$ cat config.mk
export PLATFORM = sky130hd
export DESIGN_NAME = and21nor_bist
export DESIGN_NICKNAME = d
export VERILOG_FILES = /design/src/rtl/and21nor_bist.sv
export SDC_FILE = /design/constraint.sdc
export NUM_CORES = 1
export LEC_CHECK = 0
export CAP_MARGIN = 20
export CORE_ASPECT_RATIO = 1.4
export CORE_MARGIN = 3
export CORE_UTILIZATION = 50
export CTS_CLUSTER_DIAMETER = 50
export DETAILED_ROUTE_END_ITERATION = 10
export PLACE_DENSITY = 0.76
export SYNTH_ARGS = -nofsm -noshare
export SYNTH_HDL_FRONTEND = slang
export SYNTH_SLANG_ARGS = --single-unit
$ cat constraint.sdc
create_clock -name ck -period 2.1 [get_ports ck]
set_clock_uncertainty 0.1 [all_clocks]
set_input_delay 0.21 -clock ck [delete_from_list [all_inputs] [get_ports ck]]
set_output_delay 0.21 -clock ck [all_outputs]
set_load 0.1 [all_outputs]
$ cat src/rtl/and21nor_bist.sv
`default_nettype none
// ============================================================================
//  Module      : and21nor_bist
//  Description : Built-in self-test driver/checker for one and21nor cell,
//                nq = ~((i0 & i1) | i2). Walks all 8 input vectors LOOPS
//                times, compares the returned nq against the golden function
//                LAT cycles later, and reports pass/fail, a saturating error
//                count and the first failing vector.
//  Revision    : 1.0 - initial release
// ----------------------------------------------------------------------------
//  Parameters
//    LAT    cycles from driving a vector to sampling nq_in (>=1)
//    LOOPS  number of full passes over the 8 vectors (>=1)
//    ERR_W  width of err_cnt
//  Ports
//    ck             in   clock, all registers update on its rising edge
//    rst            in   synchronous active-high reset
//    start          in   one-cycle test request, honoured in IDLE or DONE
//    nq_in          in   nq output of the cell under test
//    i0,i1,i2       out  registered stimulus, vector v = {i2,i1,i0}
//    busy           out  test in progress
//    done           out  test finished, holds until next start or rst
//    pass           out  done and no mismatches
//    err_cnt        out  mismatch count, saturates at all-ones
//    first_fail_vec out  v of the first mismatch (valid when err_cnt != 0)
//    sig            out  16-bit response signature (AND21NOR_BIST_MISR_EN only)
//  Configuration macro
//    AND21NOR_BIST_MISR_EN : adds the sig port and the signature register
// ============================================================================
module and21nor_bist #(
   parameter int LAT   = 1,
   parameter int LOOPS = 1,
   parameter int ERR_W = 8
) (
   input  logic             ck,
   input  logic             rst,
   input  logic             start,
   input  logic             nq_in,
   output logic             i0,
   output logic             i1,
   output logic             i2,
   output logic             busy,
   output logic             done,
   output logic             pass,
   output logic [ERR_W-1:0] err_cnt,
   output logic [2:0]       first_fail_vec
`ifdef AND21NOR_BIST_MISR_EN
   ,
   output logic [15:0]      sig
`endif
);

   localparam int c_LW = (LOOPS > 1) ? $clog2(LOOPS) : 1;
   localparam int c_DW = (LAT > 1) ? $clog2(LAT) : 1;
   localparam logic [c_LW-1:0]  c_LAST_LOOP  = c_LW'(LOOPS - 1);
   localparam logic [c_DW-1:0]  c_LAST_DRAIN = c_DW'(LAT - 1);
   localparam logic [ERR_W-1:0] c_ERR_ONE    = ERR_W'(1);

   typedef enum logic [1:0] {
      S_IDLE  = 2'd0,
      S_RUN   = 2'd1,
      S_DRAIN = 2'd2,
      S_DONE  = 2'd3
   } state_t;

   state_t          r_state;
   logic [2:0]      r_vcnt;
   logic [c_LW-1:0] r_lcnt;
   logic [c_DW-1:0] r_dcnt;

   // Delay line aligning each driven vector with the cell response.
   logic            r_dl_vld [LAT];
   logic [2:0]      r_dl_vec [LAT];
   logic            r_dl_exp [LAT];

   logic            w_out_vld;
   logic [2:0]      w_out_vec;
   logic            w_out_exp;
   logic            w_mismatch;

   assign w_out_vld  = r_dl_vld[LAT-1];
   assign w_out_vec  = r_dl_vec[LAT-1];
   assign w_out_exp  = r_dl_exp[LAT-1];
   assign w_mismatch = w_out_vld && (nq_in != w_out_exp);

   assign pass = done && (err_cnt == '0);

   always_ff @(posedge ck) begin
      if (rst) begin
         r_state        <= S_IDLE;
         r_vcnt         <= '0;
         r_lcnt         <= '0;
         r_dcnt         <= '0;
         i0             <= 1'b0;
         i1             <= 1'b0;
         i2             <= 1'b0;
         busy           <= 1'b0;
         done           <= 1'b0;
         err_cnt        <= '0;
         first_fail_vec <= '0;
         for (int k = 0; k < LAT; k++) begin
            r_dl_vld[k] <= 1'b0;
            r_dl_vec[k] <= '0;
            r_dl_exp[k] <= 1'b0;
         end
`ifdef AND21NOR_BIST_MISR_EN
         sig            <= 16'hFFFF;
`endif
      end else begin
         // Status flags trail the state by one cycle, so busy covers exactly
         // the RUN+DRAIN span and done rises one edge after the final compare.
         busy <= (r_state == S_RUN) || (r_state == S_DRAIN);
         done <= (r_state == S_DONE) && !start;

         r_dl_vld[0] <= 1'b0;
         for (int k = LAT - 1; k > 0; k--) begin
            r_dl_vld[k] <= r_dl_vld[k-1];
            r_dl_vec[k] <= r_dl_vec[k-1];
            r_dl_exp[k] <= r_dl_exp[k-1];
         end

         if (w_mismatch) begin
            if (err_cnt != '1)
               err_cnt <= err_cnt + c_ERR_ONE;
            if (err_cnt == '0)
               first_fail_vec <= w_out_vec;
         end

`ifdef AND21NOR_BIST_MISR_EN
         if (w_out_vld)
            sig <= {sig[14:0], sig[15] ^ sig[13] ^ sig[12] ^ sig[10] ^ nq_in};
`endif

         case (r_state)
            S_IDLE, S_DONE: begin
               {i2, i1, i0} <= 3'd0;
               if (start) begin
                  r_state        <= S_RUN;
                  r_vcnt         <= '0;
                  r_lcnt         <= '0;
                  err_cnt        <= '0;
                  first_fail_vec <= '0;
`ifdef AND21NOR_BIST_MISR_EN
                  sig            <= 16'hFFFF;
`endif
               end
            end
            S_RUN: begin
               {i2, i1, i0} <= r_vcnt;
               r_dl_vld[0]  <= 1'b1;
               r_dl_vec[0]  <= r_vcnt;
               r_dl_exp[0]  <= ~((r_vcnt[0] & r_vcnt[1]) | r_vcnt[2]);
               r_vcnt       <= r_vcnt + 3'd1;
               if (r_vcnt == 3'd7) begin
                  if (r_lcnt == c_LAST_LOOP) begin
                     r_state <= S_DRAIN;
                     r_dcnt  <= '0;
                  end else begin
                     r_lcnt <= r_lcnt + c_LW'(1);
                  end
               end
            end
            S_DRAIN: begin
               {i2, i1, i0} <= 3'd0;
               // Leaves on the edge that performs the final compare.
               if (r_dcnt == c_LAST_DRAIN)
                  r_state <= S_DONE;
               else
                  r_dcnt <= r_dcnt + c_DW'(1);
            end
            default: r_state <= S_IDLE;
         endcase
      end
   end

endmodule
`default_nettype wire

==> results.json, run 1 <==
{
  "ys_ff_latch": 26,
  "ys_types": 33,
  "path_clk_slew_ps": 130,
  "hpwl_mm": 1.68,
  "worst_r2r_endpoint": "r_vcnt[2]$_SDFFE_PP0P_",
  "cp-startpoint": "err_cnt[0]$_SDFF_PP0_",
  "gr-total-overflow": 0,
  "multi_input_area_sq_um": 583,
  "cts_buffers": 3,
  "rr_startpoint": "r_state[0]$_SDFFE_PP0P_",
  "drc": 0,
  "worstSetupEndpoint": "pass",
  "clkSinkCount": 26,
  "insertion_delay_ps": 310,
  "slew_viol_final": 0,
  "ir_drop_v": 0.000746,
  "cp.required_ps": 1790,
  "postCtsHoldBufs": 0,
  "cts_root_buf": "clkbuf_4",
  "worstPathMaxFanout": 5,
  "track_usage": 0.158,
  "fin_crit_ps": 1880,
  "ant_nets": 0,
  "powerDensity_nw_per_um2": 947,
  "avgViaCountPerCell": 5.87,
  "regToRegSetupSlack_ps": 400,
  "die_h_um": 63.3,
  "areaGrowthSynthToFinish_pct": 19.3,
  "avgSynthCellArea_sq_um": 9.86,
  "syn-num-nets": 132,
  "outcome": "completed",
  "p_int_uw": 797,
  "synthFlopType": "dfxtp_1",
  "startpoint_type": "flop",
  "grt_first_pass_wirelength_mm": 3.52,
  "synth_area_sq_um": 1170,
  "n_fill_cell": 194,
  "dieArea_sq_um": 2970,
  "synth_top_area_cell": "dfxtp_1",
  "maxCapViolCount": 0,
  "hold_depth": 2,
  "hp-class": "reg2reg",
  "relSlewSlack": 0.720,
  "clockBufferDepth": 2,
  "p_clk_frac": 0.158,
  "yosysSeqAreaShare": 0.478,
  "fmax_mhz": 533,
  "hold_violations": 0,
  "nets": 155,
  "crit_arrival_ps": 1570,
  "crit_type": "reg2out",
  "insertedDiodeCount": 0,
  "vias": 957,
  "wirelength_mm": 2.17,
  "grt_pass1_vias": 896,
  "yosysWarnings": 0,
  "place_congestion": 0.874,
  "drive_above_1_share": 0.191,
  "synth-edff-count": 4,
  "place_ws_ps": 260,
  "postCtsSetupBuffers": 0,
  "drt_iter0_markers": 19,
  "cp-end-kind": "output port",
  "drtPass1Iterations": 4,
  "synthCells": 119,
  "port_buffers": 20,
  "swShare": 0.399,
  "regArea_sq_um": 563,
  "yosysTopAreaCellShare": 0.375,
  "setup_tns_ps": 0,
  "async_flop_share": 0,
  "combPwrFrac": 0.365,
  "grt_max_degree": 15,
  "ff2ff_path_depth": 6,
  "synth_area_leaders": "dfxtp_1, edfxtp_1, ha_1",
  "netSwitchingPower_uw": 529,
  "period_share": 0.894,
  "finalSetupViolCount": 0,
  "p_seq_frac": 0.477,
  "rsz0062_at_grt": "no",
  "antenna_found_initial": 0,
  "rows": 20,
  "cts_tree": "yes",
  "start_util": 0.533,
  "tightest_slew_ps": 419,
  "fin_ws_ps": 223,
  "htreeDepth": 1,
  "core_area_sq_um": 2200,
  "wire_per_inst_um": 13.3,
  "die_x_um": 46.9,
  "p_leak_uw": 0.000610,
  "pin_count": 21
}
[cell usage after synthesis (4+ instances only)]
master    instances
ha_1              9
mux2i_1           4
edfxtp_1          4
dfxtp_1          22
nor3_1            6
o21ai_0           4
a21oi_1           7
inv_1             8
and2_1            6
nor2_1           12
[critical path, stage by stage (launching register included)]
cell and delay [ps]:
dfxtp_2 360, inv_1 90, ha_1 150, nor4b_2 220
and3_2 250, buf_12 170
[metal layers]
layer  share of wire  vias up  track usage
li1                -      474            -
met1            0.40      449        0.168
met5               0        -            0
met2            0.54       27        0.270
met3           0.042        7       0.0257
met4           0.020        0       0.0969
[sequential cells by signal (all words and copies together) (netlist names), 2 cells and up]
name            cells
r_vcnt              3
r_state             2
err_cnt             8
r_dl_vec            3
first_fail_vec      3
[final cells by class]
cell class              instances  share of cell area
clock inverters                 1             0.00268
multi-input cells              83               0.416
inverters                       8              0.0214
repair buffers                 20               0.122
well taps                      22              0.0197
clock buffers                   3              0.0161
flip-flops and latches         26               0.402
[layout by cell type, fill, tap and decap left out, drive strengths merged, types with 3 or more instances in the layout]
master         synthesis  final
nand2                  3      3
buf                    1     17
nor3                   6      6
o21ai                  4      4
and3                   3      3
and2                   7      7
clkdlybuf4s50          0      3
nor2                  12     12
ha                     9      9
clkbuf                 1      3
dfxtp                 22     22
edfxtp                 4      4
mux2i                  4      4
inv                    8      8
nand4                  3      3
a21oi                  7      7
and4                   3      3
nand3                  3      3
[cell families (layout without fill, tap and decap cells)]
kind of cell / Yosys count / count (layout) / synth area share
buf+inv: 10 / 32 / 0.0320
mux: 4 / 4 / 0.0341
simple gates: 49 / 49 / 0.230
fa+ha+maj: 9 / 9 / 0.0960
xor+xnor: 2 / 2 / 0.0213
compound gates: 19 / 19 / 0.109
flops: 26 / 26 / 0.478
[power groups by stage]
stage,clock network (uW),logic [uW],registers (uW)
after floorplan,0,250,769
after global placement,0,475,642
after detailed placement,0,483,644
after CTS,219,485,632
after global routing,248,524,643
final,209,484,632
[through the flow]
stage / instance area, sq um / hold slack [ps] / std cells / total power [uW] / util
6_report: 1400 / 404 / 163 / 1330 / 0.636
3_3_place_gp: 1370 / 370 / 159 / 1120 / 0.621
5_1_grt: 1400 / 424 / 163 / 1420 / 0.636
4_1_cts: 1390 / 412 / 163 / 1340 / 0.633
2_1_floorplan: 1180 / 186 / 119 / 1020 / -
3_5_place_dp: 1370 / 375 / 159 / 1130 / 0.621
[what timing repair did]
| action | 4_1_cts | 5_1_grt |
|---|---|---|
| hold endpoints to repair | 0 | 0 |
| resized for setup | 0 | 1 |
| endpoints found under the setup margin | 0 | 1 |
[worst min path at each step]
stage	startpoint	end	slack [ps]
after global placement	r_dl_vec[0][0]$_SDFFCE_PN0P_	first_fail_vec[0]$_SDFF_PP0_	370
after global routing	start	done$_SDFF_PP0_	420
after detailed placement	r_dl_vec[0][0]$_SDFFCE_PN0P_	first_fail_vec[0]$_SDFF_PP0_	380
final	r_dl_vec[0][0]$_SDFFCE_PN0P_	first_fail_vec[0]$_SDFF_PP0_	400
after floorplan	start	done$_SDFF_PP0_	190
after CTS	r_dl_vec[0][1]$_SDFFCE_PN0P_	first_fail_vec[1]$_SDFF_PP0_	410
Power figures use the tool's default switching activity.
==> inputs of run 2 (changes only) <==
CELL_PAD_IN_SITES_DETAIL_PLACEMENT = 2   (was unset)
CELL_PAD_IN_SITES_GLOBAL_PLACEMENT = 2   (was unset)
CORE_UTILIZATION = 31   (was 50)
PLACE_DENSITY = unset   (was 0.76)
PLACE_DENSITY_LB_ADDON = 0.1   (was unset)
==> results.json, run 2 (synthesis gave the netlist of run 1 again) <==
{
  "areaGrowthSynthToFinish_pct": 25.1,
  "crit_arrival_ps": 1570,
  "die_x_um": 58,
  "rsz0062_at_grt": "no",
  "drt_iter0_markers": 15,
  "stdcell_count": 181,
  "drive_above_1_share": 0.199,
  "final_cell_mix": "dfxtp_1, buf_4, nor2_1",
  "startpoint_type": "flop",
  "grt_pass1_vias": 1058,
  "antenna_found_initial": 0,
  "ir_drop_v": 0.000477,
  "worstSetupEndpoint": "pass",
  "crit_type": "reg2out",
  "cp.required_ps": 1790,
  "setup_tns_ps": 0,
  "p_leak_uw": 0.000631,
  "path_clk_slew_ps": 90,
  "cp_num_cells": 5,
  "pin_count": 21,
  "ant_nets": 0,
  "dp_cells": 177,
  "hold_depth": 2,
  "finalSetupViolCount": 0,
  "place_congestion": 0.709,
  "nets": 155,
  "grt_first_pass_wirelength_mm": 5.31,
  "wire_per_inst_um": 17.0,
  "rows": 25,
  "ff2ff_path_depth": 6,
  "drtPass1Iterations": 3,
  "largest-register": "err_cnt",
  "powerDensity_nw_per_um2": 1070,
  "hpwl_mm": 2.36,
  "crit_buf_inv": 2,
  "wirelength_mm": 3.08,
  "outcome": "completed",
  "worstPathMaxFanout": 5,
  "hp-class": "reg2reg",
  "insertedDiodeCount": 0,
  "worst_r2r_endpoint": "r_state[0]$_SDFFE_PP0P_",
  "cts_root_buf": "clkbuf_8",
  "largest_reg_flops": 8,
  "cp-startpoint": "err_cnt[0]$_SDFF_PP0_",
  "gr-total-overflow": 0,
  "path_delay_family": "simple AND/OR/NAND/NOR gates",
  "cp-end-kind": "output port",
  "clkSinkCount": 26,
  "dieArea_sq_um": 4570,
  "die_h_um": 78.8,
  "cts_tree": "yes",
  "cts_buffers": 3,
  "port_buffers": 20,
  "regToRegSetupSlack_ps": 350,
  "path_cells": "inv_1, ha_1, nor4b_2, and3_2, buf_12",
  "core_area_sq_um": 3500,
  "start_util": 0.335,
  "postCtsHoldBufs": 0,
  "clockBufferDepth": 2,
  "period_share": 0.896,
  "fmax_mhz": 531,
  "final_common_cell": "dfxtp_1",
  "rr_startpoint": "r_state[0]$_SDFFE_PP0P_",
  "drc": 0,
  "insertion_delay_ps": 270,
  "cpPeakStageDelay_ps": 360,
  "slew_viol_final": 0,
  "maxCapViolCount": 0,
  "relSlewSlack": 0.696,
  "track_usage": 0.156,
  "avgViaCountPerCell": 5.29,
  "slowest_stage": "dfxtp_2",
  "grt_max_degree": 16,
  "tightest_slew_ps": 454,
  "hold_violations": 0,
  "htreeDepth": 1,
  "vias": 958,
  "fin_crit_ps": 1880
}
run 2: changes by cell type in the layout (fill, tap and decap cells not counted), sizes merged:
cell and delta:
bufinv +1, clkinv -1
run 2: final cells by class:
cell class	count	area, sq um
Fill cell	389	2040
Multi-Input combinational cell	83	583
Sequential cell	26	563
Timing Repair Buffer	20	170
Tap cell	40	50.0
Clock buffer	3	41.3
Clock inverter	1	30.0
Inverter	8	30.0
run 2: what timing repair did:
action,4_1_cts,5_1_grt
resized for setup,0,1
endpoints found under the setup margin,0,1
buffers inserted,0,0
run 2: worst register-to-register path, delay by kind of cell, from the launching register on:
| family | cells | cell delay, ps |
|---|---|---|
| and+or+nand+nor | 3 | 490 |
| DFF | 1 | 420 |
| buffers and inverters | 1 | 70 |
| AOI/OAI and AO/OA | 1 | 190 |
| adders and majority gates | 1 | 390 |
run 2: how the worst min path moves through the flow:
| stage | startpoint | end | slack (ps) |
|---|---|---|---|
| detailed placement | r_dl_vec[0][1]$_SDFFCE_PN0P_ | first_fail_vec[1]$_SDFF_PP0_ | 380 |
| floorplan | start | done$_SDFF_PP0_ | 190 |
| global route | r_dl_vec[0][2]$_SDFFCE_PN0P_ | first_fail_vec[2]$_SDFF_PP0_ | 440 |
| finish | r_dl_vec[0][1]$_SDFFCE_PN0P_ | first_fail_vec[1]$_SDFF_PP0_ | 400 |
| CTS | r_dl_vec[0][1]$_SDFFCE_PN0P_ | first_fail_vec[1]$_SDFF_PP0_ | 410 |
| global placement | r_dl_vec[0][0]$_SDFFCE_PN0P_ | first_fail_vec[0]$_SDFF_PP0_ | 370 |
run 2: through the flow:
stage | utilization | area (sq um) | power (uW) | hold slack, ps | setup WS, ps
2_1_floorplan | - | 1180 | 1020 | 186 | 48.8
3_3_place_gp | 0.397 | 1390 | 1140 | 371 | 299
3_5_place_dp | 0.397 | 1390 | 1160 | 383 | 209
4_1_cts | 0.417 | 1460 | 1590 | 408 | 69.2
5_1_grt | 0.419 | 1470 | 1670 | 437 | 107
6_report | 0.419 | 1470 | 1570 | 403 | 218
run 2: per-layer routing:
layer | wire (um) | up-vias | global-route usage
met4 | 68 | 0 | 0.0766
met1 | 1200 | 474 | 0.168
met3 | 76 | 4 | 0.0195
li1 | - | 465 | -
met2 | 1730 | 15 | 0.288
met5 | 0 | - | 0
run 2: power by group:
group | switching (uW) | leakage [uW] | total, uW | internal, uW
Sequential | 55.1 | 0.000222 | 637 | 581
Combinational | 359 | 0.000373 | 508 | 149
Clock | 167 | 0.0000357 | 422 | 255
